<file path="config.mk">
export PLATFORM = sky130hd
export DESIGN_NAME = lsu
export DESIGN_NICKNAME = d
export VERILOG_FILES = /design/src/rtl/lsu.sv
export SDC_FILE = /design/constraint.sdc
export NUM_CORES = 1
export LEC_CHECK = 0
export CAP_MARGIN = 30
export CORE_UTILIZATION = 41
export CTS_BUF_LIST = sky130_fd_sc_hd__clkbuf_4
export CTS_CLUSTER_DIAMETER = 50
export DETAILED_ROUTE_END_ITERATION = 8
export GPL_TIMING_DRIVEN = 0
export PLACE_DENSITY = 0.84
export SETUP_SLACK_MARGIN = 0.15
export SLEW_MARGIN = 15
export SYNTH_ARGS = -nofsm -noshare
export SYNTH_HDL_FRONTEND = slang
export SYNTH_SLANG_ARGS = --single-unit
</file>
<file path="constraint.sdc">
create_clock -name clk -period 2.2 [get_ports clk]
set_clock_uncertainty 0.1 [all_clocks]
set_input_delay 0.33 -clock clk [delete_from_list [all_inputs] [get_ports clk]]
set_output_delay 0.33 -clock clk [all_outputs]
set_load 0.03 [all_outputs]
</file>
<file path="src/rtl/lsu.sv">
// RV32I load/store unit: one word-aligned memory transaction per instruction, core stalled until done.
// Latency 3 cycles legal (IDLE/REQ/DONE), 2 cycles illegal; REQ waits on mem_ack up to TIMEOUT cycles.
module lsu #(
  parameter int TIMEOUT = 255,
  parameter int CNT_W   = 8
) (
  input  logic        clk,
  input  logic        rst,
  input  logic        req_valid,
  input  logic        is_store,
  input  logic [2:0]  funct3,
  input  logic [31:0] addr,
  input  logic [31:0] wdata,
  output logic        stall,
  output logic        done,
  output logic        err,
  output logic [31:0] rdata,
  output logic        mem_req,
  output logic        mem_we,
  output logic [3:0]  mem_be,
  output logic [31:0] mem_addr,
  output logic [31:0] mem_wdata,
  input  logic        mem_ack,
  input  logic [31:0] mem_rdata
);

  typedef enum logic [1:0] {IDLE, REQ, DONE} state_t;

  localparam logic [CNT_W-1:0] TMO = CNT_W'(TIMEOUT);

  state_t            state, state_n;
  logic [CNT_W-1:0]  cnt, cnt_n, cnt_inc;
  logic              req_n, we_n, err_n;
  logic [3:0]        be_n;
  logic [31:0]       addr_n, wd_n, rdata_n;
  logic [2:0]        f3_q, f3_n;
  logic [1:0]        off_q, off_n;

  logic [1:0]        size;
  logic              misaligned, bad_f3, illegal;
  logic [3:0]        be_dec;
  logic [31:0]       wd_dec;
  logic [31:0]       shifted, load_fmt;
  logic [7:0]        lane_b;
  logic [15:0]       lane_h;

  assign size       = funct3[1:0];
  assign misaligned = ((size == 2'd1) && addr[0]) || ((size == 2'd2) && (addr[1:0] != 2'b00));
  assign bad_f3     = is_store ? (funct3 >= 3'd3)
                               : ((funct3 == 3'd3) || (funct3 == 3'd6) || (funct3 == 3'd7));
  assign illegal    = misaligned || bad_f3;

  always_comb begin
    be_dec = 4'b1111;
    wd_dec = wdata;
    case (size)
      2'd0: begin
        be_dec = 4'b0001 << addr[1:0];
        wd_dec = {4{wdata[7:0]}};
      end
      2'd1: begin
        be_dec = addr[1] ? 4'b1100 : 4'b0011;
        wd_dec = {2{wdata[15:0]}};
      end
      default: begin
        be_dec = 4'b1111;
        wd_dec = wdata;
      end
    endcase
  end

  // Lane selection uses the byte offset captured at issue, since mem_addr is word aligned.
  assign shifted = mem_rdata >> {off_q, 3'b000};
  assign lane_b  = shifted[7:0];
  assign lane_h  = off_q[1] ? mem_rdata[31:16] : mem_rdata[15:0];

  always_comb begin
    case (f3_q)
      3'd0:    load_fmt = {{24{lane_b[7]}}, lane_b};
      3'd1:    load_fmt = {{16{lane_h[15]}}, lane_h};
      3'd4:    load_fmt = {24'b0, lane_b};
      3'd5:    load_fmt = {16'b0, lane_h};
      default: load_fmt = mem_rdata;
    endcase
  end

  assign cnt_inc = cnt + CNT_W'(1);
  assign stall   = req_valid && (state != DONE);
  assign done    = (state == DONE);

  always_comb begin
    state_n = state;
    cnt_n   = cnt;
    req_n   = mem_req;
    we_n    = mem_we;
    be_n    = mem_be;
    addr_n  = mem_addr;
    wd_n    = mem_wdata;
    rdata_n = rdata;
    err_n   = err;
    f3_n    = f3_q;
    off_n   = off_q;
    case (state)
      IDLE: begin
        if (req_valid) begin
          if (illegal) begin
            state_n = DONE;
            err_n   = 1'b1;
            rdata_n = 32'b0;
          end else begin
            state_n = REQ;
            req_n   = 1'b1;
            we_n    = is_store;
            be_n    = be_dec;
            addr_n  = {addr[31:2], 2'b00};
            wd_n    = wd_dec;
            f3_n    = funct3;
            off_n   = addr[1:0];
            cnt_n   = '0;
          end
        end
      end
      REQ: begin
        cnt_n = cnt_inc;
        if (mem_ack) begin
          state_n = DONE;
          req_n   = 1'b0;
          err_n   = 1'b0;
          rdata_n = mem_we ? 32'b0 : load_fmt;
        end else if ((TIMEOUT != 0) && (cnt_inc == TMO)) begin
          state_n = DONE;
          req_n   = 1'b0;
          err_n   = 1'b1;
          rdata_n = 32'b0;
        end
      end
      DONE: begin
        state_n = IDLE;
        cnt_n   = '0;
        err_n   = 1'b0;
      end
      default: state_n = IDLE;
    endcase
  end

  always_ff @(posedge clk) begin
    if (rst) begin
      state     <= IDLE;
      cnt       <= '0;
      mem_req   <= 1'b0;
      mem_we    <= 1'b0;
      mem_be    <= 4'b0000;
      mem_addr  <= 32'b0;
      mem_wdata <= 32'b0;
      rdata     <= 32'b0;
      err       <= 1'b0;
      f3_q      <= 3'b0;
      off_q     <= 2'b0;
    end else begin
      state     <= state_n;
      cnt       <= cnt_n;
      mem_req   <= req_n;
      mem_we    <= we_n;
      mem_be    <= be_n;
      mem_addr  <= addr_n;
      mem_wdata <= wd_n;
      rdata     <= rdata_n;
      err       <= err_n;
      f3_q      <= f3_n;
      off_q     <= off_n;
    end
  end

endmodule

</file>
==> summary.txt, run 1 <==
Finish
  • P&R area growth vs syn: 58.7%
  • Share of layout cells above drive strength 1: roughly 15%
  • Most common cell after layout, fill and taps aside: nand2_1
  • Final Net Count: between 1000 and 1500
  • Most frequent cells in the layout: nand2_1 (131), clkdlybuf4s50_1 (121), dfxtp_1 (110)

Run status
  • Status: finished clean

Drt
  • Drt via density: 5.66
  • DRT iter0 DRCs: around 540
  • 1st-pass router iterations: 6
  • Final ANT Viol Nets: 0
  • WL per Instance: around 18 µm
  • Routed WL: about 20000 µm
  • Via count: 6347
  • DRC: 0

Placed design
  • Final HPWL DP: 14000 µm
  • Placer congestion estimate: 0.890
  • Dpl ws: -0.668 ns
  • Number of port buffers: between 200 and 250

GRT
  • Vias in the first global route: about 5800
  • Antenna violations before repair: 1
  • First-pass GRT wire length: roughly 30000 µm
  • Global route overflow: 0
  • Largest net degree at the start of global routing: 17
  • GRT Resource Usage Total: a little over a quarter

Die
  • Die area: 0.0140 mm²
  • Die width: about 120 µm
  • Initial Utilization: ~42%
  • FP Rows: 42
  • DIE HEIGHT: between 100 and 150 µm
  • IO Pins: 209
  • Area of the core: roughly 0.013 mm²

Critical path
  • Largest fanout on the critical path: 5
  • Reg2reg setup slack: 0.04 ns
  • CP max stage delay: around 0.55 ns
  • CP Class: flip-flop to flip-flop
  • Critical-path top delay cell: mux4_2
  • WP data arrival: roughly 2.5 ns
  • Terminus of the critical flop-to-flop path: rdata[22]
  • Critical R2R Launch: off_q[1]
  • WP data required: approximately 2.5 ns
  • Worst-case reg-to-reg path depth: 7
  • Setup crit end kind: flip-flop
  • Critical-path cell list: mux4_2 -> a221oi_4 -> buf_4 -> buf_6 -> a211o_1 -> nor2b_1 -> a311oi_1
  • Critical Path Source Type: flip-flop

Pwr
  • Tot Pwr: about 5.5 mW
  • Worst VDD drop: around 0.00047 V
  • Static leakage power: 4.33 nW
  • Power density over the cells: slightly above 600 mW/mm²

CTS
  • Worst-path clk slew: ~0.10 ns
  • H-tree Lvls: 4
  • Max Root-Sink Buffers: 2
  • Clock Latency Late Sink: between 0.5 and 0.6 ns
  • CTS Root Cell: clkbuf_4
  • Clock sink count: about 120
  • CTS tree: built
  • Hold_buf cts: 0
  • Cts bufs inserted: 17

Timing
  • RSZ-0062 raised after global routing: yes
  • Final Max Slew Viols: 0
  • Worst slew pin tran: 0.661 ns
  • Highest clock rate: ~460 MHz
  • Relative slew slack: a little under three fifths
  • Hold Fails Final Rpt: 0
  • Final setup fails: 0
  • Final setup TNS: 0 ns
  • Post-route minimum period: between 2 and 2.5 ns
  • Setup ws final: ~0.041 ns
  • Ratio of final minimum period to clock period: between 90% and 100%

Yosys
  • Post-synthesis register bit count: ~120
  • Synth async-reset ratio: 0%
  • Post-Synthesis Cells: approximately 700
  • Mapped Area: around 0.0056 mm²
  • Post-Syn Area per Cell: 8.06 µm²
  • EDFF count, synth: 0
  • Seq/Total Area, Yosys: 41.7%
  • Netlist cell types: 53
  • YS warnings: 0
  • Synth Flop Type: dfxtp_1

Worst hold path
  • Hold Path Origin: addr[0]
  • WHS Path Cells: 3
  • Min-delay worst type: input pin to flip-flop
  • Worst Hold End: off_q[0]

Flow run
  • Max_cap viols: 0
-- power breakdown --
part / total [mW] / switching, mW / internal (mW)
registers: 2.27 / 0.0661 / 2.20
logic: 1.42 / 0.810 / 0.615
clock network: 1.77 / 0.868 / 0.905
-- area by class of cell --
| cell class | count | area, µm² |
|---|---|---|
| Sequential cell | 116 | 2340 |
| Tap cell | 176 | 220 |
| Inverter | 24 | 90.1 |
| Buffer | 59 | 322 |
| Clock buffer | 18 | 135 |
| Antenna cell | 1 | 2.50 |
| Multi-Input combinational cell | 492 | 3170 |
| Timing Repair Buffer | 222 | 2350 |
| Clock inverter | 14 | 185 |
| Fill cell | 1044 | 4420 |
-- per-stage QoR --
step | instance area [µm²] | cells | hold WS [ns] | util (%)
global route | 8830 | 1122 | 0.106 | 66.6
detailed placement | 7830 | 1071 | 0.346 | 59.2
global placement | 7830 | 1071 | 0.341 | 59.2
floorplan | 5570 | 691 | 0.350 | -
CTS | 8420 | 1118 | 0.186 | 63.6
finish | 8830 | 1122 | 0.102 | 66.6
-- cells in the mapped netlist, types with 2 or more instances --
| library cell | n | area share [%] |
|---|---|---|
| a21oi_1 | 63 | 5.7 |
| a41oi_1 | 3 | 0.47 |
| a211oi_1 | 18 | 2.4 |
| a31oi_1 | 14 | 1.6 |
| nor2b_1 | 21 | 2.4 |
| a311oi_1 | 32 | 5.0 |
| and3b_1 | 7 | 1.1 |
| o2111ai_1 | 2 | 0.31 |
| o21ai_0 | 14 | 1.3 |
| nor4_1 | 9 | 1.0 |
| and3_1 | 3 | 0.34 |
| clkbuf_1 | 41 | 2.8 |
| inv_1 | 23 | 1.6 |
| nand3_1 | 11 | 0.99 |
| a2111oi_0 | 2 | 0.31 |
| nor2_1 | 48 | 3.2 |
| buf_4 | 3 | 0.40 |
| nor3_1 | 18 | 1.6 |
| nand2b_1 | 12 | 1.3 |
| buf_1 | 6 | 0.40 |
| o2111a_1 | 6 | 1.2 |
| a211o_1 | 15 | 2.4 |
| buf_2 | 8 | 0.72 |
| nor3b_1 | 4 | 0.54 |
| a21boi_0 | 2 | 0.27 |
| dfxtp_1 | 116 | 42 |
| o211ai_1 | 9 | 1.2 |
| mux2i_1 | 24 | 4.3 |
| ha_1 | 2 | 0.45 |
| nand2_1 | 131 | 8.8 |
-- state kept, by name, summed over array words and instances (netlist names) --
name       count
mem_wdata     32
rdata         32
mem_req        1
mem_be         4
state          2
f3_q           3
err            1
off_q          2
mem_we         1
cnt            8
mem_addr      30
-- worst max-delay path by stage --
stage | start | to | cells after the start
global route | off_q[1] | rdata[16] | 7
floorplan | off_q[1] | rdata[28] | 6
detailed placement | addr[0] | mem_addr[17] | 8
global placement | addr[0] | mem_addr[17] | 8
finish | off_q[1] | rdata[22] | 7
CTS | f3_q[0] | rdata[18] | 8
-- layer usage --
metal  part of all wire (%)  up-vias  global-route usage (%)  wire length, µm
met4                    3.9        0                    11.4              773
met1                     39     2946                    32.5             7690
met2                     47      365                    43.9             9380
li1                       -     2959                       -                -
met3                     10       77                    10.5             2080
met5                      0        -                       0                0
-- cells by family after synthesis --
family                     synth area share [%]
DFF                                        41.7
AOI/OAI and AO/OA                          24.4
and+or+nand+nor                            22.3
adders and majority gates                 0.450
buffers and inverters                      6.12
muxes                                      4.93
other                                    0.0674
-- repair_timing --
action,CTS,global route
buffers inserted,12,3
gates cloned,3,0
resized for setup,73,141
pin swaps,9,16
endpoints found under the setup margin,101,176
-- critical path, delay by kind of cell (launching register included) --
kind | cells | cell delay [ns]
mux | 1 | 0.55
buf+inv | 2 | 0.30
simple gates | 1 | 0.13
flops | 1 | 0.38
compound gates | 3 | 0.56
Power figures use the tool's default switching activity.
==> run 2: changes to the inputs <==
--- a/config.mk
+++ b/config.mk
@@ -11,6 +11,7 @@
 export CTS_CLUSTER_DIAMETER = 50
 export DETAILED_ROUTE_END_ITERATION = 8
 export GPL_TIMING_DRIVEN = 0
+export HOLD_SLACK_MARGIN = 0.06
 export PLACE_DENSITY = 0.84
 export SETUP_SLACK_MARGIN = 0.15
 export SLEW_MARGIN = 15
==> results of run 2 <==
Final layout, timing and power as in run 1 (identical DEF).
==> run 3: changes to the inputs <==
--- a/config.mk
+++ b/config.mk
@@ -10,7 +10,6 @@
 export CTS_BUF_LIST = sky130_fd_sc_hd__clkbuf_4
 export CTS_CLUSTER_DIAMETER = 50
 export DETAILED_ROUTE_END_ITERATION = 8
-export GPL_TIMING_DRIVEN = 0
 export HOLD_SLACK_MARGIN = 0.06
 export PLACE_DENSITY = 0.84
 export SETUP_SLACK_MARGIN = 0.15
==> run 3 against run 2 <==
Critical path depth increased by 2. Fmax increased by 4.4%. Sequential share of layout area decreased by 0.29 points. Final area increased by 0.41%. Core utilization increased by 0.27 points. Worst setup slack improved by 0.091 ns. Register-to-register slack improved by 0.09 ns. Cell count decreased by 1.6%. Sequential power about the same. Non-clock buffer count decreased by 17. Clock power increased by 19%. Critical path type unchanged.
==> summary.txt, run 3 (synthesized netlist as in run 1, its figures left out) <==
Timing
  • Hold Fails Final Rpt: 0 (unchanged)
  • Final Max Slew Viols: 0 (unchanged)
  • Final setup TNS: 0 ns (unchanged)
  • Setup ws final: 0.131 ns (was 0.0407 ns)
  • Relative slew slack: 61.6% (was 56.0%)
  • Post-route minimum period: 2.07 ns (was 2.16 ns)
  • Highest clock rate: 483 MHz (was 463 MHz)
  • Final setup fails: 0 (unchanged)
  • Ratio of final minimum period to clock period: 94.0% (was 98.1%)
  • Worst slew pin tran: 0.576 ns (was 0.661 ns)
  • RSZ-0062 raised after global routing: yes (unchanged)

Critical path
  • Critical-path top delay cell: dfxtp_2 (was mux4_2)
  • Setup crit end kind: flip-flop (unchanged)
  • CP max stage delay: 0.34 ns (was 0.55 ns)
  • WP data required: 2.50 ns (was 2.51 ns)
  • WP data arrival: 2.37 ns (was 2.47 ns)
  • Number of buffers and inverters on the critical path: 3 (was 2)
  • Delay-heaviest family, CP: simple AND/OR/NAND/NOR gates (was compound AO/OA/AOI/OAI gates)
  • Critical-path cell list: buf_6 -> inv_1 -> ha_2 -> nand4b_1 -> mux2i_2 -> o22ai_2 -> buf_6 -> nor4_2 -> nor3_1 (was mux4_2 -> a221oi_4 -> buf_4 -> buf_6 -> a211o_1 -> nor2b_1 -> a311oi_1)
  • Largest fanout on the critical path: 8 (was 5)
  • CP Class: flip-flop to flip-flop (unchanged)
  • Critical Path Source Type: flip-flop (unchanged)
  • Most used cell, CP: buf_6

Drt
  • Via count: 6140 (was 6347)
  • Routed WL: 18600 µm (was 19900 µm)
  • 1st-pass router iterations: 6 (unchanged)
  • DRT iter0 DRCs: 466 (was 535)
  • WL per Instance: 16.9 µm (was 17.8 µm)
  • Drt via density: 5.56 (was 5.66)
  • Final ANT Viol Nets: 0 (unchanged)
  • DRC: 0 (unchanged)

Finish
  • Inserted Diodes: 0 (was 1)
  • P&R area growth vs syn: 59.3% (was 58.7%)
  • Fillers: 1053 (was 1044)
  • Share of layout cells above drive strength 1: 14.3% (was 14.7%)
  • Most common cell after layout, fill and taps aside: nand2_1 (unchanged)
  • Largest regs: mem_wdata (32), rdata (32), mem_addr (30) (unchanged)
  • Fin area: 0.00886 mm² (was 0.00883 mm²)
  • Most frequent cells in the layout: nand2_1 (131), dfxtp_1 (113), clkdlybuf4s50_1 (102) (was nand2_1 (131), clkdlybuf4s50_1 (121), dfxtp_1 (110))
  • Final Net Count: 1021 (was 1038)

Run status
  • Status: finished clean (unchanged)

CTS
  • Hold_buf cts: 0 (unchanged)
  • H-tree Lvls: 4 (unchanged)
  • CTS tree: built (unchanged)
  • Clock Latency Late Sink: 0.53 ns (was 0.55 ns)
  • Clock sink count: 116 (unchanged)
  • CTS Root Cell: clkbuf_4 (unchanged)
  • Worst-path clk slew: 0.11 ns (was 0.10 ns)
  • Max Root-Sink Buffers: 2 (unchanged)
  • Cts bufs inserted: 17 (unchanged)

GRT
  • Antenna violations before repair: 0 (was 1)
  • Vias in the first global route: 5602 (was 5756)
  • GRT Resource Usage Total: 25.6% (was 27.3%)
  • Largest net degree at the start of global routing: 117 (was 17)
  • Global route overflow: 0 (unchanged)
  • First-pass GRT wire length: 28300 µm (was 29900 µm)

Die
  • Die area: 0.0140 mm² (unchanged)
  • Die width: 118 µm (unchanged)
  • DIE HEIGHT: 118 µm (unchanged)
  • Initial Utilization: 42.0% (unchanged)
  • IO Pins: 209 (unchanged)
  • FP Rows: 42 (unchanged)
  • Area of the core: 0.0132 mm² (unchanged)

Placed design
  • Placer congestion estimate: 0.877 (was 0.890)
  • Final HPWL DP: 12900 µm (was 14000 µm)
  • Cell Area, Placed: 0.00817 mm² (was 0.00783 mm²)
  • Dpl ws: -0.275 ns (was -0.668 ns)
  • Number of port buffers: 206 (was 204)

Pwr
  • Worst VDD drop: 0.000516 V (was 0.000467 V)
  • Static leakage power: 4.37 nW (was 4.33 nW)
  • Power density over the cells: 654 mW/mm² (was 619 mW/mm²)

Worst hold path
  • Min-delay worst type: input pin to flip-flop (unchanged)

Flow run
  • Max_cap viols: 0 (unchanged)
[run 3: cell types whose count changed in the layout (fill, tap and decap cells not counted), moves of 6 or more]
cell / delta
buf_4: +28
dlygate4sd2_1: +27
clkbuf_1: -20
clkdlybuf4s50_1: -19
clkbuf_2: -17
buf_12: +9
dlymetal6s2s_1: -7
nor2b_1: +7
nor2b_4: -7
buf_2: -6
[run 3: metrics by stage]
step	utilization (%)	total power, mW	instances	hold slack (ns)
finish	66.9	5.79	1104	0.237
detailed placement	61.7	3.68	1072	0.347
global placement	61.7	3.66	1072	0.341
floorplan	-	3.00	691	0.350
CTS	64.3	5.75	1104	0.181
global route	66.9	6.03	1104	0.188
[run 3: repair_timing]
| action | CTS | global route |
|---|---|---|
| setup endpoints to repair | 52 | 89 |
| pin swaps | 1 | 7 |
| resized for setup | 44 | 102 |
| endpoints found under the hold margin | 0 | 0 |
| buffers inserted | 0 | 0 |
[run 3: layout make-up]
cell class                 instances  area (µm²)  share of cell area [%]
clock buffer                      17         128                    1.44
clock inverter                    15         260                    2.94
inverter                          24        90.1                    1.02
multi-input combinational        492        3100                    35.0
sequential                       116        2330                    26.2
tap                              176         220                    2.48
timing repair buffer             264        2730                    30.8
[run 3: worst paths after layout]
check	from	to	slack [ns]	cells past startpoint
worst max register to register	cnt[0]	rdata[10]	0.13	9
worst max-delay path	cnt[0]	rdata[10]	0.13	9
worst min-delay path	addr[16]	mem_addr[16]	0.24	3
worst min register to register	mem_addr[23]	mem_addr[23]	0.36	2
[run 3: report_power, final]
group | switching (mW) | total [mW] | leakage, nW | internal (mW)
logic | 0.793 | 1.44 | 3.23 | 0.646
clock network | 0.863 | 2.10 | 0.195 | 1.23
registers | 0.0570 | 2.26 | 0.943 | 2.20
[run 3: tightest hold or removal path, delay by kind of cell]
| family | cells | cell delay (ns) |
|---|---|---|
| AND/OR/NAND/NOR | 1 | 0.05 |
| AO/OA/AOI/OAI | 1 | 0.05 |
| buffers and inverters | 1 | 0.39 |
[run 3: per-layer routing]
metal | global-route usage [%] | vias to the layer above | share of wire, %
met2 | 41.0 | 298 | 48
met3 | 9.75 | 41 | 9.6
li1 | - | 2922 | -
met1 | 30.7 | 2879 | 40
met5 | 0 | - | 0
met4 | 10.8 | 0 | 2.4
